--- config.mk ---
export PLATFORM = sky130hd
export DESIGN_NAME = bch_correct_buffer
export DESIGN_NICKNAME = d
export VERILOG_FILES = /design/src/rtl/bch_correct_buffer.sv
export SDC_FILE = /design/constraint.sdc
export NUM_CORES = 1
export LEC_CHECK = 0
export ABC_CLOCK_PERIOD_IN_PS = 2200
export CAP_MARGIN = 20
export CORE_MARGIN = 3
export CORE_UTILIZATION = 45
export DETAILED_ROUTE_END_ITERATION = 10
export PLACE_DENSITY = 0.75
export SLEW_MARGIN = 20
export SYNTH_ARGS = -nofsm -noshare
export SYNTH_HDL_FRONTEND = slang
export SYNTH_SLANG_ARGS = --single-unit
--- constraint.sdc ---
create_clock -name clk -period 2.2 [get_ports clk]
set_input_delay 0.33 -clock clk [delete_from_list [all_inputs] [get_ports clk]]
set_output_delay 0.33 -clock clk [all_outputs]
set_load 0.02 [all_outputs]
--- src/rtl/bch_correct_buffer.sv ---
// bch_correct_buffer: holds received data chunks and XORs them with the Chien error stream.
// Optional BCH_CORRECT_COUNT_EN adds flip_count, the number of bits corrected per codeword.
module bch_correct_buffer #(
   parameter int DATA_BITS = 5,
   parameter int ECC_BITS  = 10,
   parameter int BITS      = 1
) (
   input  logic            clk,
   input  logic            rst,
   input  logic            in_start,
   input  logic            in_valid,
   input  logic [BITS-1:0] in_data,
   output logic            in_ready,
   input  logic            err_first,
   input  logic            err_valid,
   input  logic [BITS-1:0] err,
   output logic            out_valid,
   output logic [BITS-1:0] out_data,
   output logic            out_first,
   output logic            out_last,
   output logic            seq_err
`ifdef BCH_CORRECT_COUNT_EN
   ,
   output logic [$clog2(DATA_BITS+1)-1:0] flip_count
`endif
);
   localparam int DC = DATA_BITS / BITS;
   localparam int CC = (DATA_BITS + ECC_BITS) / BITS;
   localparam int CW = $clog2(CC + 1);
   localparam int IW = DC > 1 ? $clog2(DC) : 1;
   localparam logic [CW-1:0] DC_N  = CW'(DC);
   localparam logic [CW-1:0] DC_M1 = CW'(DC - 1);
   localparam logic [CW-1:0] CC_M1 = CW'(CC - 1);
   localparam logic [CW-1:0] ONE   = CW'(1);

   typedef enum logic [1:0] {IDLE, LOAD, WAIT_ERR, CORRECT} state_t;

   state_t          r_state, w_state_nxt;
   logic [CW-1:0]   r_cnt, w_cnt_nxt;
   logic [BITS-1:0] r_buf [DC];
   logic            w_acc, w_fire, w_step, w_wr;
   logic [IW-1:0]   w_wr_idx, w_rd_idx;
   logic            w_valid_nxt, w_first_nxt, w_last_nxt, w_seq_nxt;
   logic [BITS-1:0] w_data_nxt;

   assign in_ready = (r_state == IDLE) || (r_state == LOAD);
   assign w_acc    = in_valid & in_ready;
   assign w_fire   = err_first & ((r_state == WAIT_ERR) || (r_state == CORRECT));
   assign w_step   = err_valid & ~err_first & (r_state == CORRECT);
   // ECC chunks only advance the counter; they are never stored
   assign w_wr     = w_acc & (in_start | ((r_state == LOAD) & (r_cnt < DC_N)));
   assign w_wr_idx = in_start ? '0 : r_cnt[IW-1:0];
   assign w_rd_idx = err_first ? '0 : r_cnt[IW-1:0];

   always_ff @(posedge clk) begin
      if (rst) begin
         r_state   <= IDLE;
         r_cnt     <= '0;
         out_valid <= 1'b0;
         out_first <= 1'b0;
         out_last  <= 1'b0;
         out_data  <= '0;
         seq_err   <= 1'b0;
      end else begin
         r_state   <= w_state_nxt;
         r_cnt     <= w_cnt_nxt;
         out_valid <= w_valid_nxt;
         out_first <= w_first_nxt;
         out_last  <= w_last_nxt;
         out_data  <= w_data_nxt;
         seq_err   <= w_seq_nxt;
      end
   end

   always_ff @(posedge clk) begin
      if (w_wr) r_buf[w_wr_idx] <= in_data;
   end

   always_comb begin
      w_state_nxt = r_state;
      w_cnt_nxt   = r_cnt;
      case (r_state)
         IDLE: begin
            if (w_acc && in_start) begin
               w_state_nxt = LOAD;
               w_cnt_nxt   = ONE;
            end
         end
         LOAD: begin
            if (w_acc) begin
               w_state_nxt = (!in_start && r_cnt == CC_M1) ? WAIT_ERR : LOAD;
               w_cnt_nxt   = in_start ? ONE : (r_cnt == CC_M1) ? '0 : r_cnt + ONE;
            end
         end
         default: begin
            if (w_fire) begin
               w_state_nxt = (DC == 1) ? IDLE : CORRECT;
               w_cnt_nxt   = (DC == 1) ? '0 : ONE;
            end else if (w_step) begin
               w_state_nxt = (r_cnt == DC_M1) ? IDLE : CORRECT;
               w_cnt_nxt   = (r_cnt == DC_M1) ? '0 : r_cnt + ONE;
            end
         end
      endcase
   end

   always_comb begin
      w_valid_nxt = w_fire | w_step;
      w_first_nxt = w_fire;
      w_last_nxt  = w_fire ? (DC == 1) : (w_step & (r_cnt == DC_M1));
      w_data_nxt  = w_valid_nxt ? (r_buf[w_rd_idx] ^ err) : out_data;
      w_seq_nxt   = seq_err | (w_acc & (in_start == (r_state == LOAD)))
                  | (err_first & (r_state == CORRECT));
   end

`ifdef BCH_CORRECT_COUNT_EN
   localparam int FW = $clog2(DATA_BITS + 1);
   logic [FW-1:0] w_pop;

   always_comb begin
      w_pop = '0;
      for (int i = 0; i < BITS; i++) w_pop = w_pop + FW'(err[i]);
   end

   always_ff @(posedge clk) begin
      if (rst) flip_count <= '0;
      else if (w_fire) flip_count <= w_pop;
      else if (w_step) flip_count <= flip_count + w_pop;
   end
`endif
endmodule

==> run_results.csv <==
group,metric,value,unit
run_status,status,"finished clean",
grt,grt_use_total,0.168,
synth,synthArstFlopShare,0,
setup_path,cp_max_fo,12,
synth,synthAdderAreaFrac,0.0390,
worst_hold_path,min_path_cells,2,
sta,setup_slack,0.334,ns
finish,n_fill_cell,191,
sta,hold_viol,0,
setup_path,worstSetupPathType,"flip-flop to output pin",
placement,place_ws,0.272,ns
finish,stdcell_area,1110,um2
sta,worst_pin_slew,0.419,ns
drt,post_drt_wl_per_cell,14.0,um
drt,antenna_left,0,
clock_tree,cts_resized,0,
power_and_ir_drop,peakVddDrop,0.000272,V
synth,synthTopCellsByCount,"11 x dfxtp_1, 11 x nand2_1, 11 x nor2_1",
clock_tree,clkTransAtPathRegs,0.09,ns
drt,dr.pass1.iters,4,
clock_tree,ctsHoldBuffers,0,
power_and_ir_drop,power_per_cell_area,508,nW/um2
synth,ys_types,40,
grt,grt_pass1_vias,732,
clock_tree,numCtsBuffers,3,
sta,finalSetupTns,0,ns
synth,syn_area_per_cell,9.25,um2
finish,areaGrowthSynthToFinish,15.0,%
sta,slew_headroom,0.720,
die,core_area,2000,um2
clock_tree,cts_buffer_depth,2,
clock_tree,root_buffer,"clkbuf_4",
drt,drcViolationCount,0,
placement,io_buffers,13,
die,die_width,52.2,um
synth,synth-compound-area-share,0.231,
sta,whs,0.488,ns
placement,place_hpwl,1.46,mm
setup_path,critPathLaunchType,"flip-flop",
synth,ys_top_cells_by_area,"dfxtp_1 23%, edfxtp_1 16%, nand2_1 4.3%, nor2_1 4.3%, ha_1 3.9%",
synth,muxShareOfSynthArea,0.0221,
drt,viasPerCell,5.75,
setup_path,crit_path_top_delay_cell,"dfxtp_1",
drt,wl,1.99,mm
setup_path,critPathMaxStageDelay,0.59,ns
die,initial_core_util,0.481,
placement,routabilityCongestion,0.857,
setup_path,cp_top_family,"buffers and inverters",
drt,drt_iter0_markers,15,
finish,fin_util,0.553,
clock_tree,clkLatencyLatePin,0.29,ns
synth,synth_area,962,um2
synth,yosysTopAreaCell,"dfxtp_1",
synth,yosys_most_used_dff,"dfxtp_1",
grt,grt_pass1_wl,3.37,mm
sta,period_needed,1.87,ns
synth,ys_ff_latch,16,
grt,grt_max_degree,13,
sta,finalMaxSlewViolations,0,
placement,dpl-instance-area,1080,um2
synth,synth_top_family_by_area,"simple AND/OR/NAND/NOR gates",
setup_path,cp.depth,2,
setup_path,end_kind,"output pin",
synth,yosysWarnings,0,
setup_path,crit_buf_inv,2,
synth,synth-simple-area-share,0.251,
drt,vias,817,
setup_path,crit_arrival,1.54,ns
finish,insertedDiodeCount,0,
flow_run,maxCapViolations,0,
grt,overflow,0,
finish,nets,127,
worst_hold_path,hold_class,"flip-flop to flip-flop",
synth,syn_inst,104,
die,die_area,2730,um2
sta,final-setup-viol-count,0,
die,fp-row-count,16,
die,die_h,52.2,um
synth,synth_top_area_share,0.229,
power_and_ir_drop,leakage,0.362,nW
grt,antenna_found_initial,0,
synth,synth_edf_count,5,
synth,synth-seq-area-share,0.385,
sta,rsz0062_at_grt,"no",
clock_tree,cts_tree,"built",
sta,fin_skew,0.00256,ns
clock_tree,htree_levels,1,
finish,drive_gt1_frac,0.104,
sta,fmax,0.536,GHz
die,io_pins,14,
sta,final.period_utilization,0.848,
clock_tree,cts_num_sinks,16,
synth,synth_xor_area_frac,0,
setup_path,crit_chain,"inv_1 -> clkdlybuf4s50_1",
synth,syn_nets,115,
setup_path,critical_path_required,1.87,ns
setup_path,reg2regPathDepth,6,
clock_tree,cts_setup_buffers,0,
-- worst register-to-register path, delay by kind of cell, from the launching register on --
| family | cells | cell delay (ns) |
|---|---|---|
| and+or+nand+nor | 2 | 0.30 |
| AOI/OAI and AO/OA | 2 | 0.44 |
| DFF | 1 | 0.53 |
| adders and majority gates | 1 | 0.23 |
| buffers and inverters | 1 | 0.17 |
-- layout by cell type, fill, tap and decap left out, types with 2 or more instances in the layout --
| master | Yosys | layout |
|---|---|---|
| clkdlybuf4s50_1 | 0 | 13 |
| nor4_1 | 3 | 3 |
| o21ai_0 | 3 | 3 |
| nor2_1 | 11 | 11 |
| edfxtp_1 | 5 | 5 |
| ha_1 | 3 | 3 |
| nand2_1 | 11 | 11 |
| a21oi_1 | 5 | 5 |
| nand3b_1 | 2 | 2 |
| a31oi_1 | 2 | 2 |
| nand3_1 | 6 | 6 |
| dfxtp_1 | 11 | 11 |
| nor2b_1 | 4 | 4 |
| a22o_1 | 2 | 2 |
| nand2b_1 | 2 | 2 |
| and3_1 | 2 | 2 |
| clkbuf_4 | 0 | 3 |
| inv_1 | 6 | 6 |
-- area by class of cell --
class / instances / area (um2) / share of cell area
multi-input cells: 76 / 523 / 0.473
repair buffers: 13 / 130 / 0.118
clock buffers: 4 / 26.3 / 0.0238
flip-flops and latches: 16 / 370 / 0.335
well taps: 27 / 33.8 / 0.0305
inverters: 6 / 22.5 / 0.0204
-- kinds of logic after synthesis --
group           after synthesis
flops                        16
mux                           2
fa+ha+maj                     3
buf+inv                      12
simple gates                 46
compound gates               25
-- per-layer routing --
| metal | share of wire | vias up | global-route usage |
|---|---|---|---|
| li1 | - | 402 | - |
| met1 | 0.46 | 389 | 0.219 |
| met2 | 0.47 | 21 | 0.266 |
| met3 | 0.043 | 5 | 0.0256 |
| met4 | 0.023 | 0 | 0.0894 |
| met5 | 0 | - | 0 |
-- through the flow --
stage	power [W]	instances
after floorplan	0.000378	104
after global placement	0.000400	138
after detailed placement	0.000401	138
after CTS	0.000567	142
after global routing	0.000591	142
final	0.000562	142
-- where the power goes --
| group | switching [W] | internal [W] | total, W |
|---|---|---|---|
| Combinational | 0.0000394 | 0.0000365 | 0.0000759 |
| Clock | 0.0000958 | 0.0000707 | 0.000166 |
| Sequential | 0.00000989 | 0.000310 | 0.000320 |
-- registers in the layout (all words and copies together), names as in the netlist --
name / count
out_data: 1
out_last: 1
r_state: 2
out_valid: 1
r_buf: 5
r_cnt: 4
seq_err: 1
out_first: 1
-- path summary, 6_finish.rpt --
| kind | start | endpoint | slack [ns] |
|---|---|---|---|
| setup / recovery | r_state[1]$_SDFFE_PP0P_ | in_ready | 0.33 |
| hold / removal | seq_err$_SDFF_PP0_ | seq_err$_SDFF_PP0_ | 0.49 |
| setup reg to reg | r_cnt[0]$_SDFFE_PP0P_ | r_cnt[3]$_SDFFE_PP0P_ | 0.47 |
| hold reg to reg | seq_err$_SDFF_PP0_ | seq_err$_SDFF_PP0_ | 0.49 |
Power figures use the tool's default switching activity.
==> variant 1 (same flow settings) <==
Add a define of `BCH_CORRECT_COUNT_EN`.
--- a/src/rtl/bch_correct_buffer.sv
+++ b/src/rtl/bch_correct_buffer.sv
@@ -1,4 +1,6 @@
 // bch_correct_buffer: holds received data chunks and XORs them with the Chien error stream.
 // Optional BCH_CORRECT_COUNT_EN adds flip_count, the number of bits corrected per codeword.
+`define BCH_CORRECT_COUNT_EN
+
 module bch_correct_buffer #(
    parameter int DATA_BITS = 5,
Formal check against the unedited RTL (old outputs only; new: flip_count): equivalent (Yosys induction, for registers that start in step).
==> variant 1 against the unedited design <==
- worst setup slack got worse by 28 ps
- cell area grew 21%
- register-to-register slack improved by 40 ps
- clock skew up 0.59 ps
- power grew 17%
- sequential cell count grew 3
- area after synthesis up 16%
- critical endpoint unchanged
- routed wire length up 26%
==> variant 1: results (changes against the unedited design) <==
- Post-DP HPWL: 1857 um (+27%)
- CTS clk-pin slew, worst paths: 110 ps (+20 ps)
- Vias per cell: 5.826 (+1.3%)
- Vias in the first global route: 987 (+35%)
- M1 GR Usage: 20.60% (-1.3 points)
- Met3 global-route usage: 3.480% (+0.92 points)
- Register area share after synthesis: 38.61% (+0.12 points)
- Fin nets: 153 (+20%)
- Leak: 0.0005008 uW (+38%)
- Synth cell types: 49 (+23%)
- Largest registers: r_buf (5), r_cnt (4), flip_count (3)
- First-pass GRT wire length: 4243 um (+26%)
- Most frequent cells after synthesis: dfxtp_1 (14), nor2_1 (12), inv_1 (6), nor3_1 (6)
- Outcome: complete, no violations
- R2r setup slk: 510 ps (+40 ps)
- Peak supply drop: 0.2841 mV (+4.6%)
- Clock insertion delay at the later pin of the skew report: 310 ps (+20 ps)
- Max FO, Critical Path: 11 (-1)
- Dpl cells: 163 (+18%)
- Clock network power: 188 uW (+13%)
- Slew of the pin with the lowest slew margin: 405.8 ps (-13.16 ps)
- Clock Power Share: 28.6% (-1.0 points)
- Post-Syn Instances: 120 (+15%)
- Synth area leaders: dfxtp_1 (25%), edfxtp_1 (13%), ha_1 (5.6%)
- Comb power frac: 15.1% (+1.6 points)
- Port Buffers: 16 (+3)
- GR Util All Layers: 16.90% (+0.094 points)
- Minimum hold slack: 511.4 ps (+23.01 ps)
- Initial DRC count: 37 (+22)
- FF-to-FF Start: r_cnt[1]
variant 1: cell types whose count changed in the layout (fill, tap and decap cells not counted), sizes merged, moves of 3 or more:
cell | before | now
clkdlybuf4s50 | 13 | 16
nor3 | 0 | 6
buf | 0 | 5
nand2 | 11 | 5
a32o | 0 | 3
dfxtp | 11 | 14
variant 1: logic make-up (layout without fill, tap and decap cells):
group	after synthesis	in the layout	share of synthesized area (%)
buffers and inverters	13	32	6.172
multiplexers	3	3	3.142
AO/OA/AOI/OAI	31	31	22.11
flip-flops	19	19	38.61
XOR/XNOR	1	1	0.7858
adder cells (fa/ha/maj)	5	5	5.612
AND/OR/NAND/NOR	48	48	23.57
variant 1: routing by layer:
layer / up-vias / share of wire [%]
met4: 0 / 1.6
met3: 7 / 4.4
met5: - / 0
met1: 464 / 47
met2: 21 / 47
li1: 481 / -
variant 1: worst max path at each step:
stage,slack [ps],cells past startpoint,startpoint,endpoint
after floorplan,550,7,r_cnt[0],r_cnt[0]
after global placement,240,5,err_first,r_cnt[2]
after detailed placement,230,5,err_first,r_cnt[1]
after CTS,310,2,r_state[1],in_ready
after global routing,230,2,r_state[1],in_ready
final,310,2,r_state[1],in_ready
variant 1: final cells by class:
cell class                      count  area (um2)  area share [%]
Tap cell                           28       35.03           2.624
Multi-Input combinational cell     88       615.6           46.11
Clock buffer                        3       22.52           1.687
Timing Repair Buffer               21       197.7           14.81
Clock inverter                      1       5.005          0.3749
Inverter                            7       28.78           2.156
Sequential cell                    19       430.4           32.24
variant 1: worst reg2reg max path: cells and delay by family (launching register included):
family | cells | cell delay, ps
buffers and inverters | 2 | 210
adder cells (fa/ha/maj) | 1 | 250
AO/OA/AOI/OAI | 3 | 800
flip-flops | 1 | 330
==> variant 2 (config.mk and constraints unchanged) <==
Made on the original files. The 4 states of `state_t` get a Gray code encoding in 2 bits.
--- a/src/rtl/bch_correct_buffer.sv
+++ b/src/rtl/bch_correct_buffer.sv
@@ -34,5 +34,5 @@
    localparam logic [CW-1:0] ONE   = CW'(1);
 
-   typedef enum logic [1:0] {IDLE, LOAD, WAIT_ERR, CORRECT} state_t;
+   typedef enum logic [1:0] {IDLE = 2'b00, LOAD = 2'b01, WAIT_ERR = 2'b11, CORRECT = 2'b10} state_t;
 
    state_t          r_state, w_state_nxt;
Function: no difference found for any inputs over 10 cycles, from zero or initial values and one cycle with rst high; not proved beyond that.
==> variant 2 against the unedited design <==
- area after synthesis fell by 2.2%
- non-clock buffer count did not move
- worst setup slack improved by 18 ps
- critical path type unchanged
- power fell by 1.1%
- routed wire length fell by 8.1%
- clock skew rose by 5.3 ps
- cell area fell by 2.7%
- sequential cell count did not move
- largest cell class unchanged
- count of clock-buffer cells in the layout did not move
- sequential share of layout area rose by 0.93 points
- synthesized cell count fell by 6.7%
==> variant 2: results (changes against the unedited design) <==
- Post-DP HPWL: 1297 um (-11%)
- Initial DRC count: 32 (+17)
- Synth Net Count: 108 (-6.1%)
- Peak supply drop: 0.2947 mV (+8.5%)
- Yosys top cell area share: 23.40% (+0.52 points)
- Register area share after synthesis: 39.36% (+0.87 points)
- Port Buffers: 13 (unchanged)
- First-pass GRT wire length: 3029 um (-10%)
- Vias per cell: 5.647 (-1.9%)
- Psw: 140.2 uW (-3.3%)
- GR Util All Layers: 15.38% (-1.4 points)
- DRT Pass-1 Iters: 4 (unchanged)
- DR WL/cell: 13.74 um (-1.9%)
- CTS clk-pin slew, worst paths: about 80 ps
- Leak: 0.0003664 uW (+1.1%)
- Outcome: complete, no violations
- Num CTS Buffers: 3 (unchanged)
- Largest registers: r_buf (5), r_cnt (4), r_state (2)
- Vias in the first global route: 682 (-6.8%)
- Synth area leaders: dfxtp_1 (23%), edfxtp_1 (16%), ha_1 (4.0%)
- Largest delay share family, worst path: buffers and inverters
- Synth cell types: 42 (+5.0%)
- # diodes: 0 (unchanged)
- Critical-path top delay cell: dfxtp_1
- Arr. time, crit path: 1520 ps (-20 ps)
- Max FO, Critical Path: 10 (-2)
- Post-CTS sizing: 0 (unchanged)
- Clk Tree Root Cell: clkbuf_4
- Layout cells sized above 1: 12.96% (+2.5 points)
- GPL Wtd Cong: 0.7985 (-6.8%)
- Longest Clk Path Bufs: 2 (unchanged)
- Clock insertion delay at the later pin of the skew report: 290 ps (about the same)
- Post-CTS Setup Inserts: 0 (unchanged)
- H-tree depth: 1 (unchanged)
- Max-Cap Viols: 0 (unchanged)
- Post-synth EDFFs: 5 (unchanged)
- Largest net degree at the start of global routing: 12 (-1)
- Most frequent cells after synthesis: dfxtp_1 (11), nand2_1 (7), nor2_1 (7)
- Crit path largest cell delay: 570 ps (-20 ps)
- Initial antenna violation count: 0 (unchanged)
- Clock Skew: 7.841 ps (+5.282 ps)
- Setup TNS: 0 ps (unchanged)
- Synth Warn #: 0 (unchanged)
- Fin nets: 120 (-5.5%)
- Slew margin rel.: 67.38% (-4.7 points)
- Syn_area_per_cell: 9.700 um2 (+4.8%)
- Post-Syn Instances: 97 (-6.7%)
- Share of flip-flops with an asynchronous set or reset: 0% (unchanged)
- Hold crit path type: reg2reg
-- variant 2: per-layer routing --
layer,track usage (%),up-vias,routed length [um]
met2,22.46,29,793
met3,3.725,5,134
met4,9.170,0,43
li1,-,374,-
met5,0,-,0
met1,20.36,343,855
-- variant 2: path summary, 6_finish.rpt --
kind	startpoint	end	slack (ps)	cells past startpoint
min	out_data	out_data	500	2
max reg2reg	r_cnt[0]	r_cnt[3]	380	7
max	r_state[1]	in_ready	350	2
min reg2reg	out_data	out_data	500	2
-- variant 2: worst register-to-register path, stage by stage (launching register included) --
cell,delay (ps)
dfxtp_1,570
inv_1,240
ha_1,250
nand3_1,130
nand3_2,100
a21oi_2,220
o2bb2ai_1,140
o2bb2ai_1,120
-- variant 2: logic make-up after synthesis --
logic type	Yosys count	synth area share, %
muxes	3	3.192
DFF	16	39.36
buffers and inverters	11	7.579
adders and majority gates	3	3.990
AOI/OAI and AO/OA	21	16.23
and+or+nand+nor	43	29.66
-- variant 2: layout make-up --
cell class	count	area, um2
Fill cell	166	763.2
Tap cell	25	31.28
Timing Repair Buffer	13	130.1
Multi-Input combinational cell	70	499.2
Clock buffer	4	26.28
Inverter	5	18.77
Sequential cell	16	370.4
-- variant 2: per-stage QoR --
step / hold slack, ps / setup WS, ps / area, um2 / cells / util (%)
after floorplan: 428.9 / 679.3 / 940.9 / 97 / -
after global placement: 469.2 / 387.2 / 1050 / 129 / 57.07
after detailed placement: 479.1 / 304.1 / 1050 / 129 / 57.07
after CTS: 503.1 / 348.4 / 1076 / 133 / 58.50
after global routing: 521.8 / 234.8 / 1076 / 133 / 58.50
final: 501.6 / 351.6 / 1076 / 133 / 58.50
-- variant 2: power by group through the flow --
stage          combinational [uW]  sequential [uW]  clock, uW
3_5_place_dp                 72.9              326          0
4_1_cts                      73.4              319        168
6_report                     73.4              319        163
3_3_place_gp                 71.4              325          0
5_1_grt                      80.0              320        179
2_1_floorplan                53.6              320          0
